$ cat src/rtl/pc_unit_if.sv
`default_nettype none
// +-----------------------------------------------------------------------+
// | pc_unit_if : control/status bundle between fetch control and pc_unit  |
// | Rev 1.0                                                               |
// +-----------------------------------------------------------------------+
interface pc_unit_if #(
  parameter int AW        = 16,
  parameter int RAS_DEPTH = 4
);
  localparam int CW = $clog2(RAS_DEPTH) + 1;

  logic          stall;
  logic          branch_taken;
  logic [AW-1:0] branch_target;
  logic          call;
  logic [AW-1:0] ras_push_addr;
  logic          ret;
  logic          halt;

  logic [AW-1:0] pc;
  logic [AW-1:0] pc_plus;
  logic [CW-1:0] ras_count;
  logic          ras_empty;
  logic          ras_full;
  logic          ras_underflow;
  logic          halted;

  modport master (
    output stall, branch_taken, branch_target, call, ras_push_addr, ret, halt,
    input  pc, pc_plus, ras_count, ras_empty, ras_full, ras_underflow, halted
  );

  modport slave (
    input  stall, branch_taken, branch_target, call, ras_push_addr, ret, halt,
    output pc, pc_plus, ras_count, ras_empty, ras_full, ras_underflow, halted
  );
endinterface
`default_nettype wire

$ cat src/rtl/pc_unit.sv
`default_nettype none
// +-----------------------------------------------------------------------+
// | pc_unit : fetch PC with branch/return/stall/halt arbitration and RAS   |
// | Rev 1.0                                                               |
// +-----------------------------------------------------------------------+
module pc_unit #(
  parameter int AW        = 16,
  parameter int INC       = 2,
  parameter int RESET_VEC = 0,
  parameter int RAS_DEPTH = 4
) (
  input  wire logic clk,
  input  wire logic rst_n,
  pc_unit_if.slave  bus
);
  localparam int PW = $clog2(RAS_DEPTH);
  localparam int CW = PW + 1;
  localparam logic [AW-1:0] c_INC       = AW'(INC);
  localparam logic [AW-1:0] c_RESET_PC  = AW'(RESET_VEC);
  localparam logic [CW-1:0] c_RAS_DEPTH = CW'(RAS_DEPTH);
  localparam logic [PW-1:0] c_PTR_ONE   = PW'(1);
  localparam logic [CW-1:0] c_CNT_ONE   = CW'(1);

  logic [AW-1:0] r_pc;
  logic [AW-1:0] r_ras [RAS_DEPTH];
  logic [PW-1:0] r_top;
  logic [CW-1:0] r_count;
  logic          r_underflow;
  logic          r_halted;

  logic          w_call;
  logic          w_ret;
  logic          w_empty;
  logic          w_full;
  logic          w_pop;
  logic          w_uflow;
  logic          w_halt_req;
  logic [AW-1:0] w_pc_plus;
  logic [AW-1:0] w_top_addr;
  logic [AW-1:0] w_pc_nxt;
  logic [PW-1:0] w_top_nxt;
  logic [CW-1:0] w_count_nxt;
  logic          w_wr_en;
  logic [PW-1:0] w_wr_ptr;

  assign w_call     = bus.call & ~r_halted;
  assign w_ret      = bus.ret  & ~r_halted;
  assign w_empty    = (r_count == '0);
  assign w_full     = (r_count == c_RAS_DEPTH);
  assign w_pop      = w_ret & ~w_empty;
  assign w_uflow    = w_ret &  w_empty;
  assign w_halt_req = bus.halt & ~bus.branch_taken & ~r_halted;
  assign w_pc_plus  = r_pc + c_INC;
  assign w_top_addr = r_ras[r_top];

  // Halt freezes the PC on the edge it is taken; only a branch outranks it.
  always_comb begin
    w_pc_nxt = r_pc;
    if (r_halted) begin
      w_pc_nxt = r_pc;
    end else if (bus.branch_taken) begin
      w_pc_nxt = bus.branch_target;
    end else if (w_halt_req) begin
      w_pc_nxt = r_pc;
    end else if (w_pop) begin
      w_pc_nxt = w_top_addr;
    end else if (w_uflow || bus.stall) begin
      w_pc_nxt = r_pc;
    end else begin
      w_pc_nxt = w_pc_plus;
    end
  end

  // Call+ret on a non-empty stack swaps the top entry in place.
  always_comb begin
    w_top_nxt   = r_top;
    w_count_nxt = r_count;
    w_wr_en     = 1'b0;
    w_wr_ptr    = r_top;
    if (w_call && w_pop) begin
      w_wr_en  = 1'b1;
      w_wr_ptr = r_top;
    end else if (w_call) begin
      w_wr_en   = 1'b1;
      w_wr_ptr  = r_top + c_PTR_ONE;
      w_top_nxt = r_top + c_PTR_ONE;
      if (!w_full) begin
        w_count_nxt = r_count + c_CNT_ONE;
      end
    end else if (w_pop) begin
      w_top_nxt   = r_top - c_PTR_ONE;
      w_count_nxt = r_count - c_CNT_ONE;
    end
  end

  always_ff @(negedge clk or negedge rst_n) begin
    if (!rst_n) begin
      r_pc        <= c_RESET_PC;
      r_top       <= '0;
      r_count     <= '0;
      r_underflow <= 1'b0;
      r_halted    <= 1'b0;
    end else begin
      r_pc    <= w_pc_nxt;
      r_top   <= w_top_nxt;
      r_count <= w_count_nxt;
      if (w_uflow) begin
        r_underflow <= 1'b1;
      end
      if (w_halt_req) begin
        r_halted <= 1'b1;
      end
    end
  end

  always_ff @(negedge clk) begin
    if (w_wr_en) begin
      r_ras[w_wr_ptr] <= bus.ras_push_addr;
    end
  end

  assign bus.pc            = r_pc;
  assign bus.pc_plus       = w_pc_plus;
  assign bus.ras_count     = r_count;
  assign bus.ras_empty     = w_empty;
  assign bus.ras_full      = w_full;
  assign bus.ras_underflow = r_underflow;
  assign bus.halted        = r_halted;
endmodule
`default_nettype wire

$ cat src/flat_wrapper.sv
// flat-port wrapper written by rule: the top's interface ports become plain ports
module pc_unit_flat 
#(
  parameter int AW        = 16,
  parameter int INC       = 2,
  parameter int RESET_VEC = 0,
  parameter int RAS_DEPTH = 4
)
  (clk, rst_n, bus_stall, bus_branch_taken, bus_branch_target, bus_call, bus_ras_push_addr, bus_ret, bus_halt, bus_pc, bus_pc_plus, bus_ras_count, bus_ras_empty, bus_ras_full, bus_ras_underflow, bus_halted);
  pc_unit_if #(.AW(AW), .RAS_DEPTH(RAS_DEPTH)) bus_i ();
  input  wire logic clk;
  input  wire logic rst_n;
  input wire logic [$bits(bus_i.stall)-1:0] bus_stall;
  input wire logic [$bits(bus_i.branch_taken)-1:0] bus_branch_taken;
  input wire logic [$bits(bus_i.branch_target)-1:0] bus_branch_target;
  input wire logic [$bits(bus_i.call)-1:0] bus_call;
  input wire logic [$bits(bus_i.ras_push_addr)-1:0] bus_ras_push_addr;
  input wire logic [$bits(bus_i.ret)-1:0] bus_ret;
  input wire logic [$bits(bus_i.halt)-1:0] bus_halt;
  output wire logic [$bits(bus_i.pc)-1:0] bus_pc;
  output wire logic [$bits(bus_i.pc_plus)-1:0] bus_pc_plus;
  output wire logic [$bits(bus_i.ras_count)-1:0] bus_ras_count;
  output wire logic [$bits(bus_i.ras_empty)-1:0] bus_ras_empty;
  output wire logic [$bits(bus_i.ras_full)-1:0] bus_ras_full;
  output wire logic [$bits(bus_i.ras_underflow)-1:0] bus_ras_underflow;
  output wire logic [$bits(bus_i.halted)-1:0] bus_halted;
  assign bus_i.stall = bus_stall;
  assign bus_i.branch_taken = bus_branch_taken;
  assign bus_i.branch_target = bus_branch_target;
  assign bus_i.call = bus_call;
  assign bus_i.ras_push_addr = bus_ras_push_addr;
  assign bus_i.ret = bus_ret;
  assign bus_i.halt = bus_halt;
  assign bus_pc = bus_i.pc;
  assign bus_pc_plus = bus_i.pc_plus;
  assign bus_ras_count = bus_i.ras_count;
  assign bus_ras_empty = bus_i.ras_empty;
  assign bus_ras_full = bus_i.ras_full;
  assign bus_ras_underflow = bus_i.ras_underflow;
  assign bus_halted = bus_i.halted;
  pc_unit #(.AW(AW), .INC(INC), .RESET_VEC(RESET_VEC), .RAS_DEPTH(RAS_DEPTH)) u_core (.clk(clk), .rst_n(rst_n), .bus(bus_i));
endmodule
$ cat config.mk
export PLATFORM = sky130hd
export DESIGN_NAME = pc_unit_flat
export DESIGN_NICKNAME = d
export VERILOG_FILES = /design/src/rtl/pc_unit_if.sv /design/src/rtl/pc_unit.sv /design/src/flat_wrapper.sv
export SDC_FILE = /design/constraint.sdc
export NUM_CORES = 1
export LEC_CHECK = 0
export CORE_MARGIN = 2
export CORE_UTILIZATION = 56
export DETAILED_ROUTE_END_ITERATION = 16
export PLACE_DENSITY = 0.85
export SKIP_LAST_GASP = 1
export SYNTH_ARGS = -nofsm -noshare
export SYNTH_HDL_FRONTEND = slang
export SYNTH_SLANG_ARGS = --single-unit
$ cat constraint.sdc
create_clock -name clk -period 5.88 [get_ports clk]
set_input_delay 0.882 -clock clk [delete_from_list [all_inputs] [get_ports clk]]
set_output_delay 0.882 -clock clk [all_outputs]
set_load 0.1 [all_outputs]
==> impl_metrics.tcl, run 1 <==
set metrics [dict create \
    status "complete, no violations" \
    synthesis.nets 347 \
    syn2layout_area_growth_pct 48.52 \
    h-tree-depth 3 \
    drt-initial-drc-count 250 \
    dp_cells 496 \
    maxSlewViolCount 0 \
    start_kind "flip-flop" \
    setup_tns_ns 0 \
    startpoint "u_core.bus.pc[2]" \
    skew_ns 0.07882 \
    p_sw_frac 0.4786 \
    final_util 0.8457 \
    hp-class "reg2reg" \
    root_buffer "clkbuf_8" \
    rr_startpoint "u_core.bus.ras_count[0]" \
    power_density_nw_per_um2 429.3 \
    vias 3250 \
    grt_pass1_vias 3406 \
    layout_common_cells "72 x inv_1, 64 x edfxtp_1, 61 x buf_4, 38 x clkdlybuf4s50_1" \
    fp.dieW_um 89.19 \
    row_count 31 \
    worst_ep_arrival_time_ns 4.94 \
    timing.final.ws_setup_ns 0.05886 \
    p_clk_frac 0.233 \
    synthFlopType "edfxtp_1" \
    finalHoldViolations 0 \
    cts.sinks 87 \
    power.switching_uw 1240 \
    layout-drive-gt1-share 0.2955 \
    crit_required_ns 5.00 \
    synthCells 302 \
    synth_area_um2 4064 \
    die_area_um2 7954 \
    routed_wl_um 10250 \
    globalplace.congestion 0.8347 \
    wire_per_inst_um 17.58 \
    yosysUniqueCellTypes 54 \
    r2r_setup_slack_ns 3.43 \
    hpwl_um 7178 \
    final_nets 524 \
    grt_max_degree 25 \
    cts_buffers 9 \
    grt_usage 0.2769 \
    hold_depth 1 \
    p_leak_uw 0.002523 \
    timing.rr.end "u_core.r_ras[3][7]" \
    pre_cts_ws_ns -0.05503 \
    drv_cap 0 \
    vias_per_cell 5.575 \
    dieHeight_um 89.19 \
    timing.slew.headroom 0.3711 \
    yosysSeqAreaShare 0.6145 \
    yosysWarnings 0 \
    ys_ff_latch 87 \
    end_kind "output port" \
    synth_edf_count 64 \
    crit_fanout 4 \
    antennaDiodeCount 0 \
    drc 0 \
    start_util 0.5694 \
    peakVddDrop_v 0.0002697 \
    critPathKind "reg2out" \
    cts_tree "built" \
    fillCellCount 386 \
    worst_slew_pin_slew_ns 0.9434 \
    grt_pass1_wl_um 16220 \
    seqPwrFrac 0.310 \
    internal-power_uw 1351 \
    clk_path_buf_depth 2 \
    syn_area_per_cell_um2 13.46 \
    ant_nets 0 \
    path_clk_slew_ns 0.07 \
    io_buffers 77 \
    min_to "u_core.bus.ras_count[2]" \
    clock_insertion_delay_worst_skew_ns 0.42 \
    worstHoldStart "u_core.bus.ras_count[2]" \
    grt_overflow 0 \
    antenna_found_initial 0 \
    core_um2 7137 \
    setup_viol 0 \
    final_common_cell "inv_1" \
    async_reset_ff_frac 0.2644 \
    fin_cells 583 \
    drt_first_pass_iters 5 \
    ff2ff_path_depth 9 \
    io_pins 78 \
    comb_power_share 0.457 \
]
==> Yosys cell counts, types with 2 or more instances <==
cell type | number | area, um^2
nor3_1 | 7 | 35.03
mux4_2 | 15 | 337.8
a31oi_1 | 3 | 18.77
inv_1 | 9 | 33.78
nand2_1 | 25 | 93.84
o2bb2ai_1 | 4 | 35.03
buf_2 | 6 | 30.03
and2_1 | 2 | 12.51
nor2b_1 | 4 | 25.02
a2bb2oi_1 | 3 | 26.28
xnor2_1 | 13 | 113.9
xor2_1 | 4 | 35.03
nand4_1 | 2 | 12.51
edfxtp_1 | 64 | 1922
inv_2 | 2 | 7.510
and3_1 | 8 | 50.05
dfrtn_1 | 23 | 575.6
ha_1 | 5 | 62.56
o21ai_0 | 17 | 85.08
nand3_1 | 5 | 25.02
a221o_1 | 4 | 40.04
nand2b_1 | 5 | 31.28
o22ai_1 | 2 | 12.51
o221ai_1 | 2 | 17.52
a21oi_1 | 14 | 70.07
clkbuf_1 | 5 | 18.77
nor2_1 | 20 | 75.07
a22oi_1 | 3 | 22.52
==> flip-flops by register name, summed over array words and instances (netlist names) <==
register and flops:
u_core.bus.halted 1, u_core.bus.pc 16, u_core.bus.ras_count 3, u_core.bus.ras_underflow 1, u_core.r_ras 64, u_core.r_top 2
==> logic make-up (layout without fill, tap and decap cells) <==
kind of cell / after synthesis / count (layout) / share of synthesized area
AOI/OAI and AO/OA: 64 / 64 / 0.1041
xor gates and xnor gates: 17 / 17 / 0.03664
adders and majority gates: 6 / 6 / 0.02032
buffers and inverters: 25 / 207 / 0.02771
DFF: 87 / 87 / 0.6145
muxes: 18 / 18 / 0.09483
and+or+nand+nor: 85 / 85 / 0.1019
==> how the worst max path moves through the flow <==
stage / end
global placement: u_core.r_ras[3][11]
CTS: bus_pc_plus[15]
floorplan: bus_pc_plus[3]
finish: bus_pc_plus[15]
global route: bus_pc_plus[15]
detailed placement: u_core.r_ras[3][14]
==> layout make-up <==
class / count / area (um^2) / share of cell area
inverter: 11 / 41.29 / 0.006841
clock inverter: 71 / 334.1 / 0.05535
multi-input combinational: 190 / 1737 / 0.2877
sequential: 87 / 2497 / 0.4138
clock buffer: 9 / 123.9 / 0.02052
timing repair buffer: 116 / 1179 / 0.1953
tap: 99 / 123.9 / 0.02052
==> metal layers <==
metal / GRT usage / wire (um) / vias to the layer above
met2: 0.4929 / 5522 / 133
li1: - / - / 1507
met1: 0.3213 / 3917 / 1594
met3: 0.05817 / 590 / 16
met5: 0 / 0 / -
met4: 0.1262 / 220 / 0
==> per-stage QoR <==
stage               total power, uW  cell area, um^2  hold WS (ns)
floorplan                      1721             4337        0.6367
global placement               2018             5493        0.4387
detailed placement             2036             5493        0.4652
CTS                            2599             6000        0.4770
global route                   2725             6036        0.4862
finish                         2591             6036        0.4751
==> power by group through the flow <==
stage	sequential (uW)	combinational [uW]	clock [uW]
3_3_place_gp	812	1140	65.8
2_1_floorplan	1050	602	65.8
6_report	803	1180	605
4_1_cts	804	1170	626
3_5_place_dp	815	1160	65.8
5_1_grt	811	1230	684
==> critical path, cell delays in order (launching register included) <==
cell and delay, ns:
dfrtn_1 0.43, ha_2 0.20, and3_4 0.22, nand4_1 0.17, nor2_2 0.25, xor2_4 0.18
buf_12 0.19
==> what timing repair did <==
action	4_1_cts	5_1_grt
resized for setup	2	4
endpoints found under the setup margin	5	8
buffers inserted	5	3
hold buffers	0	0
pin swaps	2	3
Power figures use the tool's default switching activity.
==> inputs of run 2 (changes only) <==
--- a/config.mk
+++ b/config.mk
@@ -8,6 +8,7 @@
 export CORE_MARGIN = 2
 export CORE_UTILIZATION = 56
 export DETAILED_ROUTE_END_ITERATION = 16
+export GPL_ROUTABILITY_DRIVEN = 0
 export PLACE_DENSITY = 0.85
 export SKIP_LAST_GASP = 1
 export SYNTH_ARGS = -nofsm -noshare
==> results of run 2 <==
The final DEF is identical to that of run 1; final timing and power are the same.
==> inputs of run 3 (changes only) <==
--- a/config.mk
+++ b/config.mk
@@ -11,6 +11,7 @@
 export GPL_ROUTABILITY_DRIVEN = 0
 export PLACE_DENSITY = 0.85
 export SKIP_LAST_GASP = 1
+export SLEW_MARGIN = 5
 export SYNTH_ARGS = -nofsm -noshare
 export SYNTH_HDL_FRONTEND = slang
 export SYNTH_SLANG_ARGS = --single-unit
==> results of run 3 <==
The final DEF is identical to that of run 1; final timing and power are the same.
